==> src/rtl/stack_pkg.sv <==
// Shared encodings for the hardware stack command sequencer.
package stack_pkg;

  localparam int STACK_DEPTH = 128;

  typedef enum logic [1:0] {
    OP_NOP  = 2'b00,
    OP_PUSH = 2'b01,
    OP_POP  = 2'b10,
    OP_PEEK = 2'b11
  } op_e;

  typedef enum logic [1:0] {
    ERR_OK  = 2'b00,
    ERR_OVF = 2'b01,
    ERR_UNF = 2'b10,
    ERR_TMO = 2'b11
  } err_e;

  typedef enum logic [2:0] {
    ST_IDLE,
    ST_CHECK,
    ST_REQ,
    ST_ACK_WAIT,
    ST_DONE_WAIT,
    ST_RESP
  } state_e;

endpackage

==> src/rtl/seq_timeout_ctr.sv <==
// Saturating handshake-wait counter; o_expired flags the last allowed wait cycle.
module seq_timeout_ctr #(
  parameter int TIMEOUT_CYCLES = 16,
  parameter int CNT_W          = 8
) (
  input  logic clk,
  input  logic rst_n,
  input  logic i_clr,
  input  logic i_en,
  output logic o_expired
);

  localparam logic [CNT_W-1:0] LP_LAST = CNT_W'(TIMEOUT_CYCLES - 1);

  logic [CNT_W-1:0] r_cnt;

  always_ff @(posedge clk or negedge rst_n) begin
    if (!rst_n) begin
      r_cnt <= '0;
    end else if (i_clr) begin
      r_cnt <= '0;
    end else if (i_en && (r_cnt != LP_LAST)) begin
      r_cnt <= r_cnt + CNT_W'(1);
    end
  end

  assign o_expired = (r_cnt == LP_LAST);

endmodule

==> src/rtl/stack_cmd_sequencer.sv <==
// Host command front end for the 128x8 stack: guards full/empty, drives the
// push/pop strobes, waits on stk_done with a timeout and returns a response.
//   state        | meaning
//   ST_IDLE      | ready for a host command
//   ST_CHECK     | evaluate op against full/empty, answer NOP/PEEK/rejects
//   ST_REQ       | first strobe cycle, timeout counter cleared
//   ST_ACK_WAIT  | strobe held until stack drops stk_done
//   ST_DONE_WAIT | wait for stk_done high, capture popped byte
//   ST_RESP      | response presented until rsp_ready
module stack_cmd_sequencer
  import stack_pkg::*;
#(
  parameter int TIMEOUT_CYCLES = 16,
  parameter int CNT_W          = 8
) (
  input  logic       clk,
  input  logic       rst_n,
  input  logic       cmd_valid,
  output logic       cmd_ready,
  input  logic [1:0] cmd_op,
  input  logic [7:0] cmd_data,
  output logic       rsp_valid,
  input  logic       rsp_ready,
  output logic [7:0] rsp_data,
  output logic [1:0] rsp_err,
  output logic       stk_push,
  output logic       stk_pop,
  output logic [7:0] stk_wdata,
  output logic       stk_wdata_oe,
  input  logic [7:0] stk_rdata,
  input  logic       stk_done,
  input  logic       stk_empty,
  input  logic       stk_full
);

  state_e     r_state;
  state_e     w_state_nxt;
  op_e        r_op;
  logic [7:0] r_data;
  logic [7:0] r_rsp_data;
  err_e       r_rsp_err;
  logic       r_cmd_ready;

  logic       w_accept;
  logic       w_is_push;
  logic       w_is_pop;
  logic       w_rsp_load;
  logic [7:0] w_rsp_data_nxt;
  err_e       w_rsp_err_nxt;
  logic       w_clr;
  logic       w_en;
  logic       w_expired;

  assign w_accept  = cmd_valid && r_cmd_ready;
  assign w_is_push = (r_op == OP_PUSH);
  assign w_is_pop  = (r_op == OP_POP);

  seq_timeout_ctr #(
    .TIMEOUT_CYCLES(TIMEOUT_CYCLES),
    .CNT_W         (CNT_W)
  ) u_tmo (
    .clk      (clk),
    .rst_n    (rst_n),
    .i_clr    (w_clr),
    .i_en     (w_en),
    .o_expired(w_expired)
  );

  always_comb begin
    w_state_nxt    = r_state;
    w_rsp_load     = 1'b0;
    w_rsp_data_nxt = '0;
    w_rsp_err_nxt  = ERR_OK;
    w_clr          = 1'b0;
    w_en           = 1'b0;
    stk_push       = 1'b0;
    stk_pop        = 1'b0;
    stk_wdata_oe   = 1'b0;
    case (r_state)
      ST_IDLE: begin
        if (w_accept) w_state_nxt = ST_CHECK;
      end
      ST_CHECK: begin
        w_state_nxt = ST_RESP;
        w_rsp_load  = 1'b1;
        case (r_op)
          OP_PUSH: begin
            if (stk_full) w_rsp_err_nxt = ERR_OVF;
            else begin
              w_rsp_load  = 1'b0;
              w_state_nxt = ST_REQ;
            end
          end
          OP_POP: begin
            if (stk_empty) w_rsp_err_nxt = ERR_UNF;
            else begin
              w_rsp_load  = 1'b0;
              w_state_nxt = ST_REQ;
            end
          end
          OP_PEEK: begin
            if (stk_empty) w_rsp_err_nxt = ERR_UNF;
            else w_rsp_data_nxt = stk_rdata;
          end
          default: ;
        endcase
      end
      ST_REQ: begin
        stk_push     = w_is_push;
        stk_pop      = w_is_pop;
        stk_wdata_oe = w_is_push;
        w_clr        = 1'b1;
        w_state_nxt  = ST_ACK_WAIT;
      end
      ST_ACK_WAIT: begin
        w_en = 1'b1;
        // On the timeout cycle the strobe is already released so the stack
        // cannot start an operation whose response was abandoned.
        if (!stk_done) begin
          stk_push     = w_is_push;
          stk_pop      = w_is_pop;
          stk_wdata_oe = w_is_push;
          w_clr        = 1'b1;
          w_state_nxt  = ST_DONE_WAIT;
        end else if (w_expired) begin
          w_rsp_load    = 1'b1;
          w_rsp_err_nxt = ERR_TMO;
          w_state_nxt   = ST_RESP;
        end else begin
          stk_push     = w_is_push;
          stk_pop      = w_is_pop;
          stk_wdata_oe = w_is_push;
        end
      end
      ST_DONE_WAIT: begin
        w_en = 1'b1;
        if (stk_done) begin
          stk_wdata_oe = w_is_push;
          w_rsp_load   = 1'b1;
          if (w_is_pop) w_rsp_data_nxt = stk_rdata;
          w_state_nxt  = ST_RESP;
        end else if (w_expired) begin
          w_rsp_load    = 1'b1;
          w_rsp_err_nxt = ERR_TMO;
          w_state_nxt   = ST_RESP;
        end else begin
          stk_wdata_oe = w_is_push;
        end
      end
      ST_RESP: begin
        if (rsp_ready) w_state_nxt = ST_IDLE;
      end
      default: w_state_nxt = ST_IDLE;
    endcase
  end

  always_ff @(posedge clk or negedge rst_n) begin
    if (!rst_n) begin
      r_state     <= ST_IDLE;
      r_cmd_ready <= 1'b0;
      r_op        <= OP_NOP;
      r_data      <= '0;
      r_rsp_data  <= '0;
      r_rsp_err   <= ERR_OK;
    end else begin
      r_state     <= w_state_nxt;
      r_cmd_ready <= (w_state_nxt == ST_IDLE);
      if (w_accept) begin
        r_op   <= op_e'(cmd_op);
        r_data <= cmd_data;
      end
      if (w_rsp_load) begin
        r_rsp_data <= w_rsp_data_nxt;
        r_rsp_err  <= w_rsp_err_nxt;
      end
    end
  end

  assign cmd_ready = r_cmd_ready;
  assign rsp_valid = (r_state == ST_RESP);
  assign rsp_data  = r_rsp_data;
  assign rsp_err   = r_rsp_err;
  assign stk_wdata = stk_wdata_oe ? r_data : 8'h00;

endmodule

==> config.mk <==
export PLATFORM = sky130hd
export DESIGN_NAME = stack_cmd_sequencer
export DESIGN_NICKNAME = d
export VERILOG_FILES = /design/src/rtl/stack_pkg.sv /design/src/rtl/seq_timeout_ctr.sv /design/src/rtl/stack_cmd_sequencer.sv
export SDC_FILE = /design/constraint.sdc
export NUM_CORES = 1
export LEC_CHECK = 0
export ABC_CLOCK_PERIOD_IN_PS = 2400
export BUFFER_PORTS_ARGS = -buffer_cell sky130_fd_sc_hd__buf_2
export CAP_MARGIN = 20
export CORE_MARGIN = 2
export CORE_UTILIZATION = 52
export CTS_CLUSTER_DIAMETER = 120
export DETAILED_ROUTE_END_ITERATION = 12
export PLACE_DENSITY = 0.79
export SETUP_SLACK_MARGIN = 0.4
export SLEW_MARGIN = 15
export SYNTH_ARGS = -nofsm -noshare
export SYNTH_HDL_FRONTEND = slang
export SYNTH_SLANG_ARGS = --single-unit
==> constraint.sdc <==
create_clock -name clk -period 2.4 [get_ports clk]
set_input_delay 0.48 -clock clk [delete_from_list [all_inputs] [get_ports clk]]
set_output_delay 0.48 -clock clk [all_outputs]
set_load 0.02 [all_outputs]
==> run metrics <==
outcome complete, but fails checks; failing checks setup timing; Async S/R FF share, synth 1.00; CTS tree done; Peak Freq between 0.4 and 0.5 GHz; Synth area leader dfrtp_1; dominant cells by area after synthesis dfrtp_1 (45%), mux2_2 (6.4%), mux2i_1 (5.7%); Critical Path Source u_tmo.r_cnt[7]$_DFFE_PN0P_; clk slew on worst S/H paths roughly 0.1 ns; clock latency on the worst-skew pair 0.34 ns; DR vias/cell between 5 and 6; Congestion Overflow GR 0; Final Hold Vio Count 0; crit path time final 2.41 ns; Setup-failing EPs final 7; vias in the first global route 1448; layout cells sized above 1 0.477; CP Capture Type output port; CP max-delay cell or4_4; GRT Overall Usage 0.203; Wirelength per Cell 14.2 um; DR vias 1518; crit path max fanout 9; drt pass-1 iters 4; Final Slew Violations 0; unrepaired setup endpoints after global routing yes; number of flops mapped to enable cells by yosys 0; Ys Warns 0; number of nets with antenna violations after routing 0; Slew HR 0.544; HPWL Detailed ~2.6 mm; WS Path Type flop to output port; Worst R2R Setup Slack 0.30 ns; register bit total from synthesis 32; Die Width 62.2 um; Max Cap Viol 0; Final TNS setup -0.0374 ns; Mean Syn Cell Area 10.4 um2; largest net degree at the start of global routing 33; HP Class input port to async pin; post-synthesis sequential area ratio 0.454; Die H 62.2 um; drt drc 0; Inserted Clock Buffers 5; Worst EP arrival around 1.9 ns; flip-flop and latch area 806 um2; data required time of the worst path 1.92 ns; fin crit share 1.00; setup slack after layout -0.00933 ns; Fillers about 250; CTS Sinks 32; n_diodes 0; Synth Instances 170; final WL 4.06 mm; H-tree lvl count 2; initial antenna violation count 0; Worst Tran Pin Value 0.685 ns; post-synth cell types 44; top post-synthesis cells by count dfrtp_1 (32), nand2_1 (14), inv_1 (13); Cells after DPL 260; Max VDD drop 0.705 mV; Buffers on Ports 47; Core ar. 3280 um2; crit path cell chain or4_4, nor2_4, a21oi_4, and2_2, buf_2; first-pass GRT wire length 6.33 mm; top-count cell post-synth dfrtp_1; initial drt markers 38; Net count, final 269; Leakage 1.14 nW; worst r2r dst rsp_err[0]$_DFFE_PN0P_; Worst Clk Skew 0.0142 ns; pwr/cell area 1150 nW/um2; Worst Setup Start Kind flop; syn_nets 200; Multi-input gate area 947 um2; Initial Util 0.537; Non-Filler Instances ~290; gp weighted congestion 0.823; Hold-fix buffers, CTS 0; reg2reg start u_tmo.r_cnt[7]$_DFFE_PN0P_; post-synthesis cell area roughly 1800 um2; worst reg-to-reg path cell count 6; IO Count 48; clk root buf clkbuf_4; largest stage delay on the critical path about 0.56 ns; Synth top area share 0.454; Post-synth top flop dfrtp_1; Syn-to-layout area delta 31.6%; Rows 21; die area 3870 um2; CTS max path bufs 2; final core utilization 0.707; crit path to stk_wdata[0]
metrics by stage:
step	setup WS, ns	area, um2	power (mW)	hold slack, ns
6_report	-0.00933	2320	2.67	0.164
3_3_place_gp	0.294	2060	2.01	0.480
5_1_grt	-0.0750	2320	2.86	0.228
2_1_floorplan	0.355	1790	1.73	0.184
3_5_place_dp	0.263	2060	2.03	0.491
4_1_cts	-0.0406	2130	2.33	0.194
worst min-delay path by stage:
stage	startpoint	end	slack (ns)	cells after the start
6_report	rst_n	rsp_err[0]$_DFFE_PN0P_	0.16	1
3_3_place_gp	r_data[6]$_DFFE_PN0P_	r_data[6]$_DFFE_PN0P_	0.48	1
2_1_floorplan	rst_n	cmd_ready$_DFF_PN0_	0.18	0
5_1_grt	rst_n	rsp_err[0]$_DFFE_PN0P_	0.23	1
3_5_place_dp	r_data[3]$_DFFE_PN0P_	r_data[3]$_DFFE_PN0P_	0.49	1
4_1_cts	rst_n	rsp_err[0]$_DFFE_PN0P_	0.19	1
layout by cell type (no fill, tap or decap), types with 7 or more instances in the layout:
cell and n:
nor2_1 10, buf_4 19, dfrtp_1 28, mux2_2 10
and2_2 7, inv_1 12, nand2_1 14, o21ai_0 7
mux2i_1 8, buf_2 45
registers in the layout (all words and copies together), names as in the netlist:
signal,flops
r_data,8
cmd_ready,1
rsp_data,8
r_state,3
r_op,2
u_tmo.r_cnt,8
rsp_err,2
power by group:
| part | internal [mW] | switching, mW |
|---|---|---|
| sequential | 0.748 | 0.191 |
| clock | 0.108 | 0.178 |
| combinational | 0.731 | 0.719 |
critical path: cells and delay by family (launching register included):
| family | cells | cell delay, ns |
|---|---|---|
| simple gates | 3 | 0.92 |
| compound gates | 1 | 0.11 |
| buf+inv | 1 | 0.15 |
| flops | 1 | 0.41 |
cell type report:
cell class              count  area share
clock buffers               6      0.0178
clock inverters             1     0.00216
inverters                  13      0.0221
multi-input cells         119       0.408
flip-flops and latches     32       0.347
well taps                  46      0.0248
repair buffers             68       0.178
timing repair:
| item | 4_1_cts | 5_1_grt |
|---|---|---|
| pin swaps | 2 | 5 |
| setup buffers | 3 | 14 |
| endpoints found under the setup margin | 12 | 22 |
| hold endpoints to repair | 0 | 0 |
| gates cloned | 0 | 1 |
| resized for setup | 3 | 25 |
cell families (layout without fill, tap and decap cells):
| logic type | after synthesis | count (layout) | share of synthesized area |
|---|---|---|---|
| adders and majority gates | 5 | 5 | 0.0355 |
| and+or+nand+nor | 58 | 58 | 0.194 |
| xor gates and xnor gates | 5 | 5 | 0.0248 |
| muxes | 20 | 20 | 0.121 |
| AOI/OAI and AO/OA | 31 | 31 | 0.121 |
| DFF | 32 | 32 | 0.454 |
| buffers and inverters | 19 | 88 | 0.0511 |
per-layer routing:
metal | vias to the layer above | part of all wire | wire length [um] | track usage
met3 | 6 | 0.051 | 209 | 0.0543
met1 | 734 | 0.45 | 1820 | 0.259
met2 | 47 | 0.48 | 1970 | 0.333
met4 | 0 | 0.015 | 60 | 0.0778
met5 | - | 0 | 0 | 0
li1 | 731 | - | - | -
No activity file was read; power rests on OpenSTA's default activity.
